--- config.mk ---
export PLATFORM = sky130hd
export DESIGN_NAME = hwce_seq_ctrl
export DESIGN_NICKNAME = d
export VERILOG_FILES = /design/src/rtl/hwce_seq_pkg.sv /design/src/rtl/hwce_beat_cnt.sv /design/src/rtl/hwce_seq_ctrl.sv
export SDC_FILE = /design/constraint.sdc
export NUM_CORES = 2
export LEC_CHECK = 0
export ABC_AREA = 1
export BUFFER_PORTS_ARGS = -buffer_cell sky130_fd_sc_hd__buf_2
export CAP_MARGIN = 0
export CORE_MARGIN = 3
export CORE_UTILIZATION = 50
export DETAILED_ROUTE_END_ITERATION = 16
export PLACE_DENSITY = 0.78
export SLEW_MARGIN = 30
export SYNTH_ARGS = -nofsm -noshare
export SYNTH_HDL_FRONTEND = slang
export SYNTH_SLANG_ARGS = --single-unit
--- constraint.sdc ---
create_clock -name clk -period 2.84 [get_ports clk]
set_clock_uncertainty 0.2 [all_clocks]
set_input_delay 0.284 -clock clk [delete_from_list [all_inputs] [get_ports clk]]
set_output_delay 0.284 -clock clk [all_outputs]
set_load 0.05 [all_outputs]
--- src/rtl/hwce_seq_pkg.sv ---
// Shared types and constants for the HWCE sequencing controller.
// The output decode lives here so the FSM registers all pins from one place.
package hwce_seq_pkg;

  typedef enum logic [2:0] {
    ST_IDLE  = 3'd0,
    ST_CLEAR = 3'd1,
    ST_FILL  = 3'd2,
    ST_RUN   = 3'd3,
    ST_DRAIN = 3'd4,
    ST_DONE  = 3'd5
  } state_t;

  localparam int CLEAR_CYCLES = 2;
  localparam int CLR_W        = 2;

  typedef struct packed {
    logic cfg_ready;
    logic engine_clear;
    logic engine_start;
    logic x_allow;
    logic y_in_zero;
    logic busy;
    logic done;
  } ctrl_t;

  // Output levels that belong to a state; registered from the next state.
  function automatic ctrl_t decode_ctrl(input state_t s);
    ctrl_t c;
    c              = '0;
    c.cfg_ready    = (s == ST_IDLE);
    c.engine_clear = (s == ST_CLEAR);
    c.engine_start = (s == ST_FILL) || (s == ST_RUN) || (s == ST_DRAIN);
    c.x_allow      = (s == ST_FILL) || (s == ST_RUN);
    c.y_in_zero    = (s == ST_FILL);
    c.busy         = (s != ST_IDLE);
    c.done         = (s == ST_DONE);
    return c;
  endfunction

endpackage

--- src/rtl/hwce_beat_cnt.sv ---
// Handshake counter with synchronous clear and a terminal-count compare.
// at_last is high while the count sits one below the terminal value.
module hwce_beat_cnt #(
  parameter int WIDTH = 32
) (
  input  logic             clk,
  input  logic             rst_n,
  input  logic             en,
  input  logic             clr,
  input  logic [WIDTH-1:0] term,
  output logic             at_last
);

  logic [WIDTH-1:0] count;

  always_ff @(posedge clk or negedge rst_n) begin
    if (!rst_n) begin
      count <= '0;
    end else if (clr) begin
      count <= '0;
    end else if (en) begin
      count <= count + WIDTH'(1);
    end
  end

  assign at_last = (count == term - WIDTH'(1));

endmodule

--- src/rtl/hwce_seq_ctrl.sv ---
// Job sequencer for the convolution engine: clear, line-buffer fill, run,
// drain of the remaining outputs, done. Abort always passes through a clear.
module hwce_seq_ctrl
  import hwce_seq_pkg::*;
#(
  parameter int FILTER_SIZE = 5,
  parameter int DIM_WIDTH   = 16
) (
  input  logic                 clk,
  input  logic                 rst_n,
  input  logic [DIM_WIDTH-1:0] cfg_width_i,
  input  logic [DIM_WIDTH-1:0] cfg_height_i,
  input  logic                 cfg_valid_i,
  output logic                 cfg_ready_o,
  input  logic                 abort_i,
  output logic                 engine_start_o,
  output logic                 engine_clear_o,
  input  logic                 x_in_TVALID_i,
  input  logic                 x_in_TREADY_i,
  output logic                 x_allow_o,
  output logic                 y_in_zero_o,
  input  logic                 y_out_TVALID_i,
  input  logic                 y_out_TREADY_i,
  output logic                 y_out_TLAST_o,
  output logic                 busy_o,
  output logic                 done_o,
  output logic                 cfg_err_o,
  output state_t               dbg_state
);

  localparam int CW = 2 * DIM_WIDTH;
  localparam logic [CLR_W-1:0] CLR_LAST = CLR_W'(CLEAR_CYCLES - 1);

  state_t            state, state_nxt;
  ctrl_t             ctrl_q;
  logic              cfg_err_q;
  logic [CW-1:0]     fill_n, tot_n, out_n;
  logic [CW-1:0]     fill_new, tot_new, out_new, beat_term;
  logic [CLR_W-1:0]  clr_cyc;
  logic              aborting, out_done;
  logic              cfg_fire, cfg_bad;
  logic              beat_en, out_en, cnt_clr;
  logic              beat_last, out_last, beat_hit, out_hit;

  // Handshakes: a job transfers on cfg_valid_i && cfg_ready_o; x and y
  // traffic is only observed, a beat counts on TVALID && TREADY in one cycle.
  assign cfg_fire = cfg_valid_i && ctrl_q.cfg_ready;
  assign cfg_bad  = (cfg_width_i < DIM_WIDTH'(FILTER_SIZE)) ||
                    (cfg_height_i < DIM_WIDTH'(FILTER_SIZE));

  assign fill_new = CW'(FILTER_SIZE - 1) * CW'(cfg_width_i);
  assign tot_new  = CW'(cfg_width_i) * CW'(cfg_height_i);
  assign out_new  = CW'(cfg_height_i - DIM_WIDTH'(FILTER_SIZE - 1)) * CW'(cfg_width_i);

  assign beat_en = x_in_TVALID_i && x_in_TREADY_i &&
                   ((state == ST_FILL) || (state == ST_RUN));
  assign out_en  = y_out_TVALID_i && y_out_TREADY_i &&
                   ((state == ST_RUN) || (state == ST_DRAIN));
  assign cnt_clr = (state == ST_IDLE) || (state == ST_CLEAR);

  // One beat counter serves both fill and total thresholds; it never resets
  // between FILL and RUN, so the terminal value is swapped instead.
  assign beat_term = (state == ST_FILL) ? fill_n : tot_n;

  hwce_beat_cnt #(.WIDTH(CW)) u_beat_cnt (
    .clk     (clk),
    .rst_n   (rst_n),
    .en      (beat_en),
    .clr     (cnt_clr),
    .term    (beat_term),
    .at_last (beat_last)
  );

  hwce_beat_cnt #(.WIDTH(CW)) u_out_cnt (
    .clk     (clk),
    .rst_n   (rst_n),
    .en      (out_en),
    .clr     (cnt_clr),
    .term    (out_n),
    .at_last (out_last)
  );

  assign beat_hit = beat_en && beat_last;
  assign out_hit  = out_en && out_last;

  always_comb begin
    state_nxt = state;
    unique case (state)
      ST_IDLE: begin
        if (cfg_fire && !cfg_bad) state_nxt = ST_CLEAR;
      end
      ST_CLEAR: begin
        if (clr_cyc == CLR_LAST) state_nxt = aborting ? ST_IDLE : ST_FILL;
      end
      ST_FILL: begin
        if (abort_i)       state_nxt = ST_CLEAR;
        else if (beat_hit) state_nxt = ST_RUN;
      end
      ST_RUN: begin
        if (abort_i)       state_nxt = ST_CLEAR;
        else if (beat_hit) state_nxt = ST_DRAIN;
      end
      ST_DRAIN: begin
        // The last output may already have landed while still in RUN.
        if (abort_i)                  state_nxt = ST_CLEAR;
        else if (out_done || out_hit) state_nxt = ST_DONE;
      end
      ST_DONE: begin
        state_nxt = abort_i ? ST_CLEAR : ST_IDLE;
      end
      default: state_nxt = ST_IDLE;
    endcase
  end

  always_ff @(posedge clk or negedge rst_n) begin
    if (!rst_n) begin
      state     <= ST_IDLE;
      ctrl_q    <= decode_ctrl(ST_IDLE);
      cfg_err_q <= 1'b0;
      fill_n    <= '0;
      tot_n     <= '0;
      out_n     <= '0;
      clr_cyc   <= '0;
      aborting  <= 1'b0;
      out_done  <= 1'b0;
    end else begin
      state     <= state_nxt;
      ctrl_q    <= decode_ctrl(state_nxt);
      cfg_err_q <= cfg_fire && cfg_bad;
      if (cfg_fire && !cfg_bad) begin
        fill_n <= fill_new;
        tot_n  <= tot_new;
        out_n  <= out_new;
      end
      if ((state_nxt == ST_CLEAR) && (state != ST_CLEAR)) begin
        aborting <= (state != ST_IDLE);
        clr_cyc  <= '0;
      end else if (state == ST_CLEAR) begin
        clr_cyc <= clr_cyc + CLR_W'(1);
      end
      if (cnt_clr)      out_done <= 1'b0;
      else if (out_hit) out_done <= 1'b1;
    end
  end

  assign cfg_ready_o    = ctrl_q.cfg_ready;
  assign engine_clear_o = ctrl_q.engine_clear;
  assign engine_start_o = ctrl_q.engine_start;
  assign x_allow_o      = ctrl_q.x_allow;
  assign y_in_zero_o    = ctrl_q.y_in_zero;
  assign busy_o         = ctrl_q.busy;
  assign done_o         = ctrl_q.done;
  assign cfg_err_o      = cfg_err_q;
  assign y_out_TLAST_o  = y_out_TVALID_i && out_last;
  assign dbg_state      = state;

endmodule

# --- Word-level counts from Yosys, hierarchy flattened ---
# Cells that the tools add are included.
totals:
  inputBits: 40
  output_inout_bits: 12
  regBits: 159
  wordCells: 88
op_classes:
  eq_ne: 14
  n_mul: 2
  n_mux: 20
  magnitude_cmp: 2
  reduce_logical: 27
  addsub: 6
op_table:
  columns: ["op", "n"]
  rows:
  - ["32-bit two-way mux", 5]
  - ["32-bit by 1-bit adder with 32-bit output, second input constant", 2]
  - ["32-bit equality test", 2]
  - ["32-bit by 1-bit subtractor with 32-bit output, second input constant", 2]
  - ["16-bit by 3-bit < comparator with 1-bit output, second input constant", 2]
  - ["16-bit by 16-bit multiplier with 32-bit output", 1]
  - ["17-bit by 17-bit multiplier with 32-bit output", 1]
  - ["3-bit two-way mux", 8]
  - ["3-bit one-hot mux with 6 select lines", 1]
  - ["16-bit by 3-bit subtractor with 17-bit output, second input constant", 1]
  - ["3-bit by 2-bit equality test with 1-bit output, second input constant", 4]
  - ["3-bit equality test, second input constant", 4]
  - ["1-bit logical AND", 11]
  - ["2-bit nonzero test", 4]
  - ["1-bit logical OR", 7]
  - ["3-bit by 1-bit equality test with 1-bit output, second input constant", 2]
  - ["3-bit logical NOT", 2]
  - ["2-bit two-way mux", 3]
  - ["3-bit nonzero test", 2]
  - ["1-bit two-way mux", 3]
  - ["3-bit by 1-bit inequality test with 1-bit output, second input constant", 1]
  - ["2-bit by 1-bit adder with 2-bit output, second input constant", 1]
  - ["2-bit by 1-bit equality test with 1-bit output, second input constant", 1]
  - ["1-bit logical NOT", 1]

# --- Depth between registers and ports, before layout ---
depth:
  word_depth: 11
  ltp_mapped: 35
  ltp_nobuf: 34

# --- Cells and area by module ---
# Synthesis repeated with hierarchy kept, for this count alone.
unflattened:
  hier_cells: 4150
  area_unflattened_um2: 30434.2
modules_own_cells:
  columns: ["module", "instances", "cells_each", "area_each_um2"]
  rows:
  - ["hwce_seq_ctrl", 1, 3044, 23622.7]
  - ["hwce_beat_cnt", 2, 553, 3405.8]

# --- Worst setup path before layout ---
# No wires, ideal clock.
synth_path:
  path_kind: "input to register"
  startpoint: "input port cfg_height_i[3]"
  endpoint: "register out_n[31]"
  path_slack_ns: -4.200
  t_arrival_ns: 6.722
  cell_stages: 33
  setup_time_ns: 0.118
  n_path_buf: 2
  path_cell_list: "clkbuf_1 inv_1 ha_1 inv_1 nor2_1 inv_1 nor2_1 inv_1 nor2_1 inv_1 clkbuf_1 nor2_1 inv_1 fa_1 fa_1 inv_1 fa_1 fa_1 fa_1 inv_1 fa_1 inv_1 ha_1 nand2_1 nor3_1 nand3_1 nand3_1 nand3_1 nand2_1 a221oi_1 or2_2 nand3_1 nand2_1"
synth_between:
  elab_chain_len: 4
  elab_cells_between_ends: 6
  cone_classes: "add/sub (1); mul (1); order compare (1); reduce/logical (3)"
synth_lines:
  columns: ["item", "line", "text"]
  rows:
  - ["start: declaration", "hwce_seq_ctrl.sv:12", "input logic [DIM_WIDTH-1:0] cfg_height_i,"]
  - ["parallel branches: the longest is 4 deep, another holds 17-bit by 17-bit multiplier with 32-bit output", null, null]
  - ["end signal: assignment", "hwce_seq_ctrl.sv:133", "out_n <= out_new;"]
  - ["end: declaration", "hwce_seq_ctrl.sv:37", "logic [CW-1:0] fill_n, tot_n, out_n;"]
# Parallel ways; which one is timed is not known.
# A chain may end at the register's enable or synchronous reset.

# --- Worst setup path in the final report ---
# Same ends and word-level chain as after synthesis.

==> flow_summary.json <==
{
  "status": "complete, but fails checks",
  "violations": "setup timing",
  "coreArea_um2": 56500,
  "crit_arrival_ps": 6260,
  "synth.distinct_cells": 55,
  "critPathLaunch": "cfg_height_i[3]",
  "synth_warnings": 0,
  "vias": 26300,
  "start_kind": "primary input",
  "setup_viol_count_final": 80,
  "end_kind": "flop",
  "required_ps": 2990,
  "avgRoutedWirePerCell_um": 16.1,
  "dp_hpwl_um": 66000,
  "final_common_cell": "inv_1",
  "core.rowCount": 87,
  "path_clk_slew_ps": 70,
  "syn_to_final_growth_pct": 31.9,
  "synth_edf_count": 0,
  "multi_input_area_um2": 23000,
  "fin_nets": 5019,
  "mostFrequentLayoutCells": "inv_1, nand2_1, buf_4, fa_1, nor2_1",
  "async_flop_share_pct": 100,
  "crit_buf_inv": 11,
  "cts_tree": "yes",
  "hold_viol_final": 0,
  "synth_area_um2": 28600,
  "rsz0062_at_grt": "yes",
  "syn_nets": 4423,
  "hp-class": "in -> reg",
  "drc_errors": 0,
  "reg2reg_to": "clr_cyc[1]",
  "worst_pin_slew_ps": 646,
  "slowest_stage": "fa_1",
  "cts_sinks": 157,
  "cts_buffers": 17,
  "worst-r2r-setup-slack_ps": -460,
  "grt_pass1_vias": 27100,
  "seq_area_frac_synth_pct": 13.7,
  "clockBufferDepth": 2,
  "viasPerCell": 5.17,
  "ios": 52,
  "grt_remaining_overflow": 0,
  "criticalPathCategory": "in -> reg",
  "grt_util_all_layers_pct": 26.9,
  "synth_seq_cells": 157,
  "gp_congestion": 0.966,
  "critPathMaxFanout": 5,
  "setup_ws_ps": -3270,
  "die_x_um": 245,
  "final-seq-area_um2": 3940,
  "final-max-slew-violation-count": 0,
  "max-cap-violations": 0,
  "htreeDepth": 4,
  "syn_inst": 3730,
  "fin_crit_ps": 6110,
  "clk_latency_ps": 450,
  "synth.avg_cell_area_um2": 7.67,
  "n_fill_cell": 4194,
  "crit_family": "adder cells",
  "grt_pass1_wl_um": 131000,
  "synth_ff_type": "dfrtp_1",
  "path_depth": 34,
  "die-area_um2": 60100,
  "top_usage_layer": "met2",
  "ant_nets": 0,
  "fin_crit_sh_pct": 215,
  "dieHeight_um": 245,
  "grt_util_met1_pct": 35.7,
  "grt_max_degree": 68,
  "reg2reg_depth": 24,
  "start_util_pct": 50.6,
  "gr-usage-met3_pct": 4.42,
  "drt_pre_antenna_iters": 8,
  "cts-root-buf": "clkbuf_16",
  "drive_gt1_share_pct": 28.5,
  "r2r-start": "dbg_state[2]",
  "worstHoldStart": "x_in_TREADY_i",
  "slew_headroom_pct": 56.9,
  "wl_um": 82000,
  "first_iter_violations": 1988,
  "timing.hold.ws_ps": 46.5,
  "port_buffers": 51,
  "antenna_found_initial": 0,
  "critPathMostFrequentCell": "fa_1",
  "n_antenna_cell": 0,
  "cp-endpoint": "out_n[31]",
  "fmax_mhz": 164,
  "slowest_delay_ps": 540,
  "use_met2_pct": 45.5
}
[cells in the mapped netlist (all sizes together) (5+ instances only)]
cell	count	area share, %
or2	25	0.55
nand4	38	0.83
dfrtp	156	14
ha	192	8.4
fa	461	32
xor2	99	3.0
buf	23	0.38
nor4	13	0.28
a21oi	114	2.0
inv	926	12
nand3	106	2.2
xnor2	48	1.5
nor2	346	5.0
clkbuf	88	1.2
o21ai	158	2.8
o21a	11	0.29
o21bai	5	0.13
nand2	820	11
nor3	52	1.0
a211oi	5	0.13
nand3b	6	0.16
[metal layers]
metal,up-vias,part of all wire (%),wire length [um]
li1,12300,-,-
met1,12800,41,33600
met2,1048,48,39700
met3,216,7.5,6130
met4,0,3.2,2610
met5,-,0,0
[worst min path at each step]
stage / cells after the start / end / slack, ps
final: 4 / u_beat_cnt.count[2] / 50
after floorplan: 0 / aborting / -210
after CTS: 4 / u_beat_cnt.count[2] / 30
after global placement: 1 / u_out_cnt.count[30] / 140
after global routing: 4 / u_beat_cnt.count[2] / 70
after detailed placement: 1 / u_out_cnt.count[26] / 140
[per-stage QoR]
stage	cell area (um^2)	TNS (ps)	instances	utilization [%]	setup slack, ps
finish	37700	-137010	5095	66.8	-3270
global route	37700	-153670	5095	66.8	-3520
CTS	36600	-133170	5066	64.8	-3170
detailed placement	35400	-167260	5015	62.6	-3760
global placement	35400	-159200	5015	62.6	-3610
floorplan	30200	-130950	3730	-	-3530
[tightest hold or removal path, stage by stage]
cell	delay, ps
buf_2	110
nand3_4	100
nor3_4	50
nor2_1	100
[final cells by class]
cell class                      instances  share of cell area (%)
Clock buffer                           22                    1.23
Clock inverter                         10                   0.365
Inverter                              930                    9.41
Multi-Input combinational cell       2532                    60.9
Sequential cell                       157                    10.4
Tap cell                              756                    2.51
Timing Repair Buffer                  688                    15.1
[registers in the layout, summed over array words and instances, names as in the netlist, 2 cells and up]
register and count:
tot_n 32, fill_n 16, clr_cyc 2, out_n 30, u_beat_cnt.count 32, dbg_state 3, u_out_cnt.count 32
[repair_timing]
action | CTS | global route
gates cloned | 0 | 0
hold endpoints to repair | 68 | 0
setup endpoints to repair | 92 | 102
hold buffers | 5 | 0
gates resized for setup | 137 | 249
pin swaps | 85 | 137
buffers inserted | 18 | 30
[cells by family after synthesis]
kind of cell	share of synthesized area, %
AND/OR/NAND/NOR	21.2
buffers and inverters	13.7
adder cells (fa/ha/maj)	40.7
AO/OA/AOI/OAI	6.06
flip-flops	13.7
XOR/XNOR	4.58
Power is not shown: default switching activity piles up to over one toggle a cycle in this logic, so the estimate is an artifact.
